File: src/rtl/ysyx_24090003_mem_arbiter.sv
// ysyx_24090003_mem_arbiter
// Shares the core's single memory port between instruction fetch (IFU) and
// load/store (LSU). One transaction is latched, issued on the memory port with
// a req/gnt handshake, and its response is returned to the owner as a
// registered one-cycle pulse. LSU has fixed priority over IFU. A cycle counter
// aborts transactions that spend too long in ISSUE+WAIT.
module ysyx_24090003_mem_arbiter #(
  parameter int AW      = 32,
  parameter int DW      = 32,
  parameter int TIMEOUT = 255
) (
  input  logic            cpu_clk,
  input  logic            cpu_rs,
  // instruction fetch channel
  input  logic            ifu_req_valid,
  output logic            ifu_req_ready,
  input  logic [AW-1:0]   ifu_addr,
  output logic            ifu_resp_valid,
  output logic [DW-1:0]   ifu_resp_data,
  // load/store channel
  input  logic            lsu_req_valid,
  output logic            lsu_req_ready,
  input  logic [AW-1:0]   lsu_addr,
  input  logic            lsu_wen,
  input  logic [DW-1:0]   lsu_wdata,
  input  logic [DW/8-1:0] lsu_wmask,
  output logic            lsu_resp_valid,
  output logic [DW-1:0]   lsu_resp_data,
  // memory port
  output logic            mem_req,
  input  logic            mem_gnt,
  output logic [AW-1:0]   mem_addr,
  output logic            mem_wen,
  output logic [DW-1:0]   mem_wdata,
  output logic [DW/8-1:0] mem_wmask,
  input  logic            mem_rvalid,
  input  logic [DW-1:0]   mem_rdata,
  output logic            timeout_err
);

  localparam int CW = $clog2(TIMEOUT + 1);
  // Last counter value at which the transaction may still complete.
  localparam logic [CW-1:0] LIMIT = CW'(TIMEOUT - 1);
  // Counter saturates here so it can never wrap back below LIMIT.
  localparam logic [CW-1:0] CMAX  = CW'(TIMEOUT);

  typedef enum logic [1:0] {
    IDLE  = 2'd0,
    ISSUE = 2'd1,
    WAIT  = 2'd2
  } state_t;

  state_t          state;
  logic            owner_lsu;
  logic [CW-1:0]   cnt;

  logic            in_idle;
  logic            accept_lsu;
  logic            accept_ifu;
  logic            at_limit;
  logic            finish;
  logic            abort;
  logic [DW-1:0]   resp_val;
  logic [CW-1:0]   cnt_inc;

  // Readiness is only offered in IDLE and is forced low while reset is held,
  // so every output reads 0 during reset.
  assign in_idle       = (state == IDLE);
  assign lsu_req_ready = in_idle & cpu_rs;
  assign ifu_req_ready = in_idle & cpu_rs & ~lsu_req_valid;

  assign accept_lsu = lsu_req_valid & lsu_req_ready;
  assign accept_ifu = ifu_req_valid & ifu_req_ready;

  assign at_limit = (cnt >= LIMIT);
  assign cnt_inc  = (cnt == CMAX) ? cnt : cnt + CW'(1);

  // Decide whether the in-flight transaction ends this cycle; a grant or a
  // response arriving on the limit cycle takes precedence over the abort.
  always_comb begin
    finish = 1'b0;
    abort  = 1'b0;
    case (state)
      ISSUE: begin
        abort  = ~mem_gnt & at_limit;
        finish = abort;
      end
      WAIT: begin
        abort  = ~mem_rvalid & at_limit;
        finish = mem_rvalid | at_limit;
      end
      default: begin
        finish = 1'b0;
        abort  = 1'b0;
      end
    endcase
  end

  // Stores and aborted transactions return zero data to the owner.
  assign resp_val = (abort | mem_wen) ? '0 : mem_rdata;

  // Arbiter FSM with registered memory-port fields and response pulses.
  always_ff @(posedge cpu_clk or negedge cpu_rs) begin
    if (!cpu_rs) begin
      state          <= IDLE;
      owner_lsu      <= 1'b0;
      cnt            <= '0;
      mem_req        <= 1'b0;
      mem_addr       <= '0;
      mem_wen        <= 1'b0;
      mem_wdata      <= '0;
      mem_wmask      <= '0;
      ifu_resp_valid <= 1'b0;
      ifu_resp_data  <= '0;
      lsu_resp_valid <= 1'b0;
      lsu_resp_data  <= '0;
      timeout_err    <= 1'b0;
    end else begin
      ifu_resp_valid <= 1'b0;
      lsu_resp_valid <= 1'b0;
      timeout_err    <= abort;

      if (finish) begin
        if (owner_lsu) begin
          lsu_resp_valid <= 1'b1;
          lsu_resp_data  <= resp_val;
        end else begin
          ifu_resp_valid <= 1'b1;
          ifu_resp_data  <= resp_val;
        end
      end

      case (state)
        IDLE: begin
          if (accept_lsu) begin
            mem_addr  <= lsu_addr;
            mem_wen   <= lsu_wen;
            mem_wdata <= lsu_wdata;
            mem_wmask <= lsu_wmask;
            owner_lsu <= 1'b1;
            mem_req   <= 1'b1;
            cnt       <= '0;
            state     <= ISSUE;
          end else if (accept_ifu) begin
            mem_addr  <= ifu_addr;
            mem_wen   <= 1'b0;
            mem_wdata <= '0;
            mem_wmask <= '0;
            owner_lsu <= 1'b0;
            mem_req   <= 1'b1;
            cnt       <= '0;
            state     <= ISSUE;
          end
        end
        ISSUE: begin
          cnt <= cnt_inc;
          if (mem_gnt) begin
            mem_req <= 1'b0;
            state   <= WAIT;
          end else if (abort) begin
            mem_req <= 1'b0;
            state   <= IDLE;
          end
        end
        WAIT: begin
          cnt <= cnt_inc;
          if (finish) begin
            state <= IDLE;
          end
        end
        default: begin
          mem_req <= 1'b0;
          state   <= IDLE;
        end
      endcase
    end
  end

endmodule

File: config.mk
export PLATFORM = sky130hd
export DESIGN_NAME = ysyx_24090003_mem_arbiter
export DESIGN_NICKNAME = d
export VERILOG_FILES = /design/src/rtl/ysyx_24090003_mem_arbiter.sv
export SDC_FILE = /design/constraint.sdc
export NUM_CORES = 1
export LEC_CHECK = 0
export ABC_AREA = 1
export CORE_MARGIN = 5
export CORE_UTILIZATION = 30
export CTS_BUF_LIST = sky130_fd_sc_hd__clkbuf_4 sky130_fd_sc_hd__clkbuf_8
export DETAILED_ROUTE_END_ITERATION = 7
export PLACE_DENSITY = 0.69
export SLEW_MARGIN = 10
export SYNTH_ARGS = -nofsm -noshare
export SYNTH_HDL_FRONTEND = slang
export SYNTH_SLANG_ARGS = --single-unit
File: constraint.sdc
create_clock -name cpu_clk -period 5.3 [get_ports cpu_clk]
set_input_delay 1.06 -clock cpu_clk [delete_from_list [all_inputs] [get_ports cpu_clk]]
set_output_delay 1.06 -clock cpu_clk [all_outputs]
set_load 0.02 [all_outputs]
# Word-level counts from Yosys, hierarchy flattened
# Cells that the tools add are included.
[word_totals]
mem_count = 0
latch_bits = 0
output_inout_bits = 139
wordCells = 76
mem_bits_rw = 0
input_bits = 139
regBits = 148
mem_bits_ro = 0
[op_classes]
bitwise_logic = 13
mul = 0
add_sub_neg = 1
reduce_logical = 10
muxes = 31
n_shift = 0
n_eq_ne = 7
n_div = 0
order_cmp = 1
[op_table]
columns = ["cell", "count"]
rows = [
  ["2-to-1 mux 32 bit", 5],
  ["2-to-1 mux 8 bit", 3],
  ["case mux 8 bit (2 select lines)", 1],
  ["2-to-1 mux 1 bit", 11],
  ["2-to-1 mux 2 bit", 5],
  ["AND reduction 3 bit", 3],
  ["adder 8 x 1 -> 8 bit (second input constant)", 1],
  ["equality test 8 bit (second input constant)", 1],
  ["greater-or-equal comparator 8 bit (second input constant)", 1],
  ["2-to-1 mux 4 bit", 2],
  ["bitwise AND 1 bit", 6],
  ["case mux 2 bit (3 select lines)", 1],
  ["AND reduction 2 bit", 3],
  ["NOT 1 bit", 5],
  ["!= test 2 bit (second input constant)", 2],
  ["case mux 1 bit (2 select lines)", 2],
  ["nonzero test 2 bit", 2],
  ["!= test 3 x 1 -> 1 bit (second input constant)", 1],
  ["!= test 3 bit (second input constant)", 1],
  ["case mux 1 bit (3 select lines)", 1],
  ["equality test 2 x 1 -> 1 bit (second input constant)", 1],
  ["equality test 2 bit (second input constant)", 1],
  ["logical NOT 2 bit", 1],
  ["OR 1 bit", 2],
  ["OR reduction 2 bit", 1],
]

# Depth between registers and ports, before layout
# Gate-level depths: netlist (run 1).
[depth]
ltp_word = 7
mapped_depth = 11

# Worst setup path before layout (run 1)
# Ideal clock, no wire load.
[synth_path]
path_kind = "input-to-output"
from = "in cpu_rs"
to = "out lsu_req_ready"
path_buffers = 1
t_arrival_ns = 1.600
cell_stages = 3
path_slack_ns = 2.640
path_cell_list = "nand2_1 inv_1 clkbuf_1"
[synth_between]
elab_chain_cells = 1
[synth_lines]
columns = ["element", "line_no", "text"]
rows = [
  ["start, declared", "13", "input logic cpu_rs,"],
  ["bitwise AND 1 bit", "69", "assign lsu_req_ready = in_idle & cpu_rs;"],
  ["end, declared", "22", "output logic lsu_req_ready,"],
]
# No other way between the ends.

# Worst setup path after layout (run 1)
[layout_path]
from = "in lsu_req_valid"
to = "out ifu_req_ready"
[layout_between]
elab_chain_cells = 2
[layout_lines]
columns = ["element", "line_no", "text"]
rows = [
  ["start, declared", "21", "input logic lsu_req_valid,"],
  ["NOT 1 bit", "70", "assign ifu_req_ready = in_idle & cpu_rs & ~lsu_req_valid;"],
  ["bitwise AND 1 bit", "70", ""],
  ["end, declared", "16", "output logic ifu_req_ready,"],
]
# No other way between the ends.

==> results of run 1 <==
cell families after synthesis:
family                     count (synthesis)  synth area share
AOI/OAI and AO/OA                        149             0.161
adders and majority gates                  6            0.0118
and+or+nand+nor                          264             0.169
xor gates and xnor gates                   1           0.00138
buffers and inverters                    104            0.0749
DFF                                      148             0.582
cell usage after synthesis, drive strengths merged:
master  number
nand2      204
nand3       45
inv         57
clkbuf      18
a21oi        2
o21bai       2
dfrtp      148
o21ai       77
or2          1
xor2         1
o211ai      32
a32o        36
buf         29
nand4        5
nor2         9
ha           6
through the flow:
step | std cells | util | hold WS (ns) | area [µm²] | setup slack (ns)
2_1_floorplan | 672 | - | 0.467 | 6360 | 2.64
3_3_place_gp | 1186 | 0.443 | 0.462 | 9290 | 1.93
3_5_place_dp | 1186 | 0.443 | 0.464 | 9290 | 1.95
4_1_cts | 1218 | 0.461 | 0.417 | 9670 | 1.94
5_1_grt | 1218 | 0.461 | 0.421 | 9670 | 1.91
6_report | 1218 | 0.461 | 0.458 | 9670 | 1.98
registers in the layout, indices dropped and copies added, names as in the netlist:
name	flops
cnt	8
ifu_resp_data	32
ifu_resp_valid	1
lsu_resp_data	32
lsu_resp_valid	1
mem_addr	32
mem_req	1
mem_wdata	32
mem_wen	1
mem_wmask	4
owner_lsu	1
state	2
timeout_err	1
per-layer routing:
| metal | wire, µm | share of wire |
|---|---|---|
| met1 | 8530 | 0.42 |
| met3 | 2240 | 0.11 |
| met4 | 249 | 0.012 |
| met2 | 9420 | 0.46 |
| met5 | 0 | 0 |
worst min-delay path by stage:
| stage | start | endpoint | slack [ns] | depth (start not counted) |
|---|---|---|---|---|
| 3_3_place_gp | mem_addr[29] | mem_addr[29] | 0.46 | 2 |
| 4_1_cts | cpu_rs | lsu_resp_data[29] | 0.42 | 1 |
| 6_report | cpu_rs | lsu_resp_data[29] | 0.46 | 1 |
| 3_5_place_dp | mem_addr[12] | mem_addr[12] | 0.46 | 2 |
| 2_1_floorplan | state[1] | state[1] | 0.47 | 2 |
| 5_1_grt | cpu_rs | lsu_resp_data[8] | 0.42 | 1 |
power by group through the flow:
stage / logic (mW) / registers (mW) / clock network (mW)
3_5_place_dp: 2.56 / 1.84 / 0
5_1_grt: 2.73 / 1.89 / 0.961
3_3_place_gp: 2.53 / 1.83 / 0
4_1_cts: 2.56 / 1.83 / 0.918
2_1_floorplan: 0.769 / 2.34 / 0
6_report: 2.52 / 1.83 / 0.875
area by class of cell:
type | count | area [µm²] | area share
sequential | 148 | 3700 | 0.383
timing repair buffer | 286 | 2840 | 0.293
multi-input combinational | 420 | 2190 | 0.227
tap | 275 | 344 | 0.0356
clock buffer | 18 | 241 | 0.0250
inverter | 57 | 214 | 0.0221
clock inverter | 14 | 140 | 0.0145
==> flow_metrics.tcl, run 1 <==
set metrics [dict create \
    cellLeakagePower_nw 4.42 \
    crit_fanout 41 \
    port_buffers 277 \
    placementRows 53 \
    layout_cell_share_with_drive_strength_beyond_1 0.0551 \
    comb_power_share 0.482 \
    cts_setup_buffers 0 \
    cp_num_cells 4 \
    synth_nets 817 \
    period_needed_ns 3.32 \
    clk_pin_slew_worst_paths_ns 0.09 \
    critical_path.reg2reg.endpoint "mem_wdata[7]" \
    fmax_ghz 0.301 \
    ant_nets 0 \
    critical_path_class "in -> out" \
    postSynthCellCount 672 \
    initial_antenna_violation_count 0 \
    cts_tree "done" \
    hold_buffer_count_at_cts 0 \
    routed_wire_length_per_instance_um 16.8 \
    grt_pass1_vias 5733 \
    timing.critical_path.to "ifu_req_ready" \
    outcome "completed" \
    timing.critical_path.arrival_ns 2.26 \
    nets 1075 \
    setup.worst_path.start_class "input pin" \
    ff2ff_path_depth 8 \
    global_route_wire_length_before_repair_mm 31.9 \
    r2r-start "state[0]" \
    timing.final.setup_violations 0 \
    finalSetupTns_ns 0 \
    grt_start_max_net_pins 69 \
    cp_top_family "buffers and inverters" \
    grt_use_met2 0.261 \
    grtUsageMet1 0.214 \
    grt_overflow 0 \
    die_area_um2 24200 \
    worst_pin_slew_ns 1.15 \
    numCtsBuffers 17 \
    grt.total_usage 0.167 \
    yosysWarnings 0 \
    cts.sinks 148 \
    yosysSeqAreaShare 0.582 \
    gr-max-usage-layer "met2" \
    synth.top_cells.by_area "dfrtp_1, nand2_1, a32o_1, o21ai_1, o211ai_1" \
    dp.final_hpwl_mm 14.4 \
    slowest_stage_cell_cp "clkdlybuf4s50_1" \
    final.period_utilization 0.626 \
    r2r_setup_slack_ns 2.80 \
    final_hold_viol_count 0 \
    cts_root_buffer "clkbuf_8" \
    post_synth_design_cell_area_um2 6360 \
    finClkSkew_ns 0.0140 \
    detailedRoute.firstPassIterationCount 5 \
    drc 0 \
    io_pins 278 \
    report.final.slew_viol_count 0 \
    layout.cells.most_common "clkdlybuf4s50_1" \
    worst_path_cell_chain "buf_2 -> buf_4 -> nor2_1 -> clkdlybuf4s50_1" \
    area_growth_syn_to_layout_pct 52.0 \
    critical_path.n_buffers_inverters 3 \
    p_sw_frac 0.406 \
    synth-seq-cells 148 \
    nFillCells 2034 \
    grt_setup_unrepaired "false" \
    vdd_ir_drop_max_v 0.000234 \
    netlist.top_cell.by_area "dfrtp_1" \
    layout_common_cells "clkdlybuf4s50_1, nand2_1, dfrtp_1" \
    switchingPower_mw 2.12 \
    cp-end-kind "primary output" \
    cellPowerDensity_nw_per_um2 539 \
    initial_util 0.304 \
    fp.coreArea_um2 21000 \
    power.internal_mw 3.10 \
    h-tree-depth 4 \
    dr_total_vias 5792 \
    dieWidth_um 156 \
    post_cts_resize_count 0 \
    syn_avg_cell_area_um2 9.47 \
    clk_path_buf_depth 2 \
    post_synth_num_cell_types 24 \
    power.total_mw 5.22 \
    fp.dieH_um 156 \
    critical_path_start "lsu_req_valid" \
    worstHoldPathType "in -> async" \
    share_clk_of_total_power 0.168 \
    relSlewSlack 0.231 \
    post_drt_via_cell_ratio 4.76 \
    iter_0_drt_violations 364 \
    clk_latency_ns 0.44 \
    wirelength_mm 20.4 \
    maxCapViolCount 0 \
    required_time_of_the_critical_path_ns 4.24 \
    grt_util_met3 0.0707 \
    placer_s_final_routability_congestion_estimate 0.783 \
    antenna_cells 0 \
    critical_path.max_stage_delay_ns 0.57 \
    area_fraction_of_the_dominant_cell_type_after_synthesis 0.582 \
    power_frac_seq 0.350 \
]
(Power assumes the default switching activity.)
==> run 2: changes to the inputs <==
- clock period: 5.3 -> 3.2 ns (I/O delays scaled with it)
==> run 2 against run 1 <==
Compared with the run above: die area unchanged; via count down 0.22%; flip-flop and latch count unchanged; critical path depth up 1; cell count unchanged; worst hold slack worse by 0.12 ns; clock-buffer cell count unchanged; combinational power up 67%; critical endpoint is now lsu_req_ready; highest routed layer unchanged.
==> flow_metrics.tcl, run 2 (same netlist as run 1, synthesis figures left out) <==
set metrics [dict create \
    die_area_um2 24200 \
    clk_pin_slew_worst_paths_ns 0.10 \
    maxCapViolCount 0 \
    cp_top_family "buffers and inverters" \
    placementRows 53 \
    setup.worst_path.start_class "flip-flop" \
    power_frac_seq 0.350 \
    worst_pin_slew_ns 1.06 \
    r2r-start "state[1]" \
    cellLeakagePower_nw 4.44 \
    area_growth_syn_to_layout_pct 52.6 \
    finClkSkew_ns 0.0175 \
    cp-end-kind "primary output" \
    iter_0_drt_violations 275 \
    report.final.slew_viol_count 0 \
    worstHoldPathType "in -> async" \
    timing.critical_path.arrival_ns 2.26 \
    critical_path.max_stage_delay_ns 0.68 \
    grt_setup_unrepaired "false" \
    relSlewSlack 0.291 \
    critical_path_start "state[1]" \
    cts.sinks 148 \
    outcome "completed" \
    p_sw_frac 0.411 \
    fp.dieH_um 156 \
    numPlacedInstances 1186 \
    fmax_ghz 0.344 \
    required_time_of_the_critical_path_ns 2.56 \
    final_hold_viol_count 0 \
    r2r_setup_slack_ns 0.65 \
    critical_path.n_buffers_inverters 3 \
    layout_cell_share_with_drive_strength_beyond_1 0.0551 \
    nFillCells 2041 \
    hold_buffer_count_at_cts 0 \
    vdd_ir_drop_max_v 0.000372 \
    crit_fanout 5 \
    ff2ff_path_depth 7 \
    cts_setup_buffers 0 \
    placer_s_final_routability_congestion_estimate 0.812 \
    worst_path_cell_chain "inv_1 -> ha_1 -> nand2_1 -> inv_1 -> clkdlybuf4s50_1" \
    final.period_utilization 0.907 \
    initial_util 0.304 \
    cts_root_buffer "clkbuf_8" \
    layout.cell_area.non_filler_um2 9710 \
    period_needed_ns 2.90 \
    post_cts_resize_count 0 \
    slowest_stage_cell_cp "clkdlybuf4s50_1" \
    detailedRoute.firstPassIterationCount 7 \
    layout.cells.most_common "clkdlybuf4s50_1" \
    comb_power_share 0.486 \
    antenna_cells 0 \
    post_drt_via_cell_ratio 4.74 \
    placed_cell_area_um2 9330 \
    routed_wire_length_per_instance_um 16.7 \
    grt.total_usage 0.167 \
    finalSetupTns_ns 0 \
    io_pins 278 \
    initial_antenna_violation_count 0 \
    h-tree-depth 4 \
    dieWidth_um 156 \
    stdcell_count 1218 \
    cts_tree "done" \
    critical_path_class "reg -> out" \
    crit_path_frequent_cell "inv_1" \
    dr_total_vias 5779 \
    area.sequential_um2 3700 \
    grt_start_max_net_pins 149 \
    port_buffers 277 \
    ant_nets 0 \
    multiInputGateArea_um2 2190 \
    timing.final.setup_violations 0 \
    wirelength_mm 20.4 \
    fp.coreArea_um2 21000 \
    grt_pass1_vias 5763 \
    nets 1075 \
    cellPowerDensity_nw_per_um2 890 \
    share_clk_of_total_power 0.163 \
    critical_path.reg2reg.endpoint "lsu_resp_data[11]" \
    hold_slack_ns 0.334 \
    switchingPower_mw 3.55 \
    dp.final_hpwl_mm 14.4 \
    global_route_wire_length_before_repair_mm 32.0 \
    power.internal_mw 5.09 \
    grt_overflow 0 \
    clk_path_buf_depth 2 \
    numCtsBuffers 17 \
    layout_common_cells "clkdlybuf4s50_1, nand2_1, dfrtp_1" \
    drc 0 \
    clk_latency_ns 0.44 \
]
run 2: cell types whose count changed in the layout (fill, tap and decap cells not counted), moves of 2 or more:
cell        delta
clkinv_4       +2
clkinvlp_4     -2
buf_12         +3
buf_4          -3
run 2: worst max-delay path by stage:
stage	endpoint	slack (ns)	cells after the start
2_1_floorplan	lsu_req_ready	1.34	5
6_report	lsu_req_ready	0.30	5
4_1_cts	lsu_req_ready	0.19	5
5_1_grt	lsu_req_ready	0.13	5
3_5_place_dp	lsu_resp_data[11]	0.55	8
3_3_place_gp	lsu_resp_data[10]	0.60	8
run 2: cell type report:
| type | instances | area share |
|---|---|---|
| inverters | 57 | 0.0220 |
| multi-input cells | 420 | 0.226 |
| flip-flops and latches | 148 | 0.381 |
| well taps | 275 | 0.0354 |
| clock inverters | 14 | 0.0139 |
| clock buffers | 18 | 0.0255 |
| repair buffers | 286 | 0.296 |
run 2: layer usage:
layer | routed length (µm) | up-vias | part of all wire | global-route usage
met3 | 2350 | 13 | 0.12 | 0.0757
met2 | 9250 | 286 | 0.45 | 0.256
met1 | 8560 | 2712 | 0.42 | 0.217
met4 | 243 | 0 | 0.012 | 0.0417
met5 | 0 | - | 0 | 0
li1 | - | 2768 | - | -
run 2: metrics by stage:
step / total power [mW] / setup WS (ns) / utilization
after global routing: 9.25 / 0.129 / 0.463
after detailed placement: 7.31 / 0.552 / 0.445
after global placement: 7.25 / 0.601 / 0.445
after floorplan: 5.16 / 1.34 / -
final: 8.64 / 0.297 / 0.463
after CTS: 8.78 / 0.193 / 0.463
run 2: power groups by stage:
| stage | Clock [mW] | Sequential, mW | Combinational [mW] |
|---|---|---|---|
| after detailed placement | 0 | 3.05 | 4.25 |
| after floorplan | 0 | 3.88 | 1.27 |
| final | 1.41 | 3.03 | 4.20 |
| after CTS | 1.49 | 3.03 | 4.26 |
| after global placement | 0 | 3.04 | 4.22 |
| after global routing | 1.56 | 3.13 | 4.55 |
==> run 3: changes to the inputs <==
- SKIP_LAST_GASP: not set -> 1
==> results of run 3 <==
Final layout, timing and power as in run 2 (identical DEF).
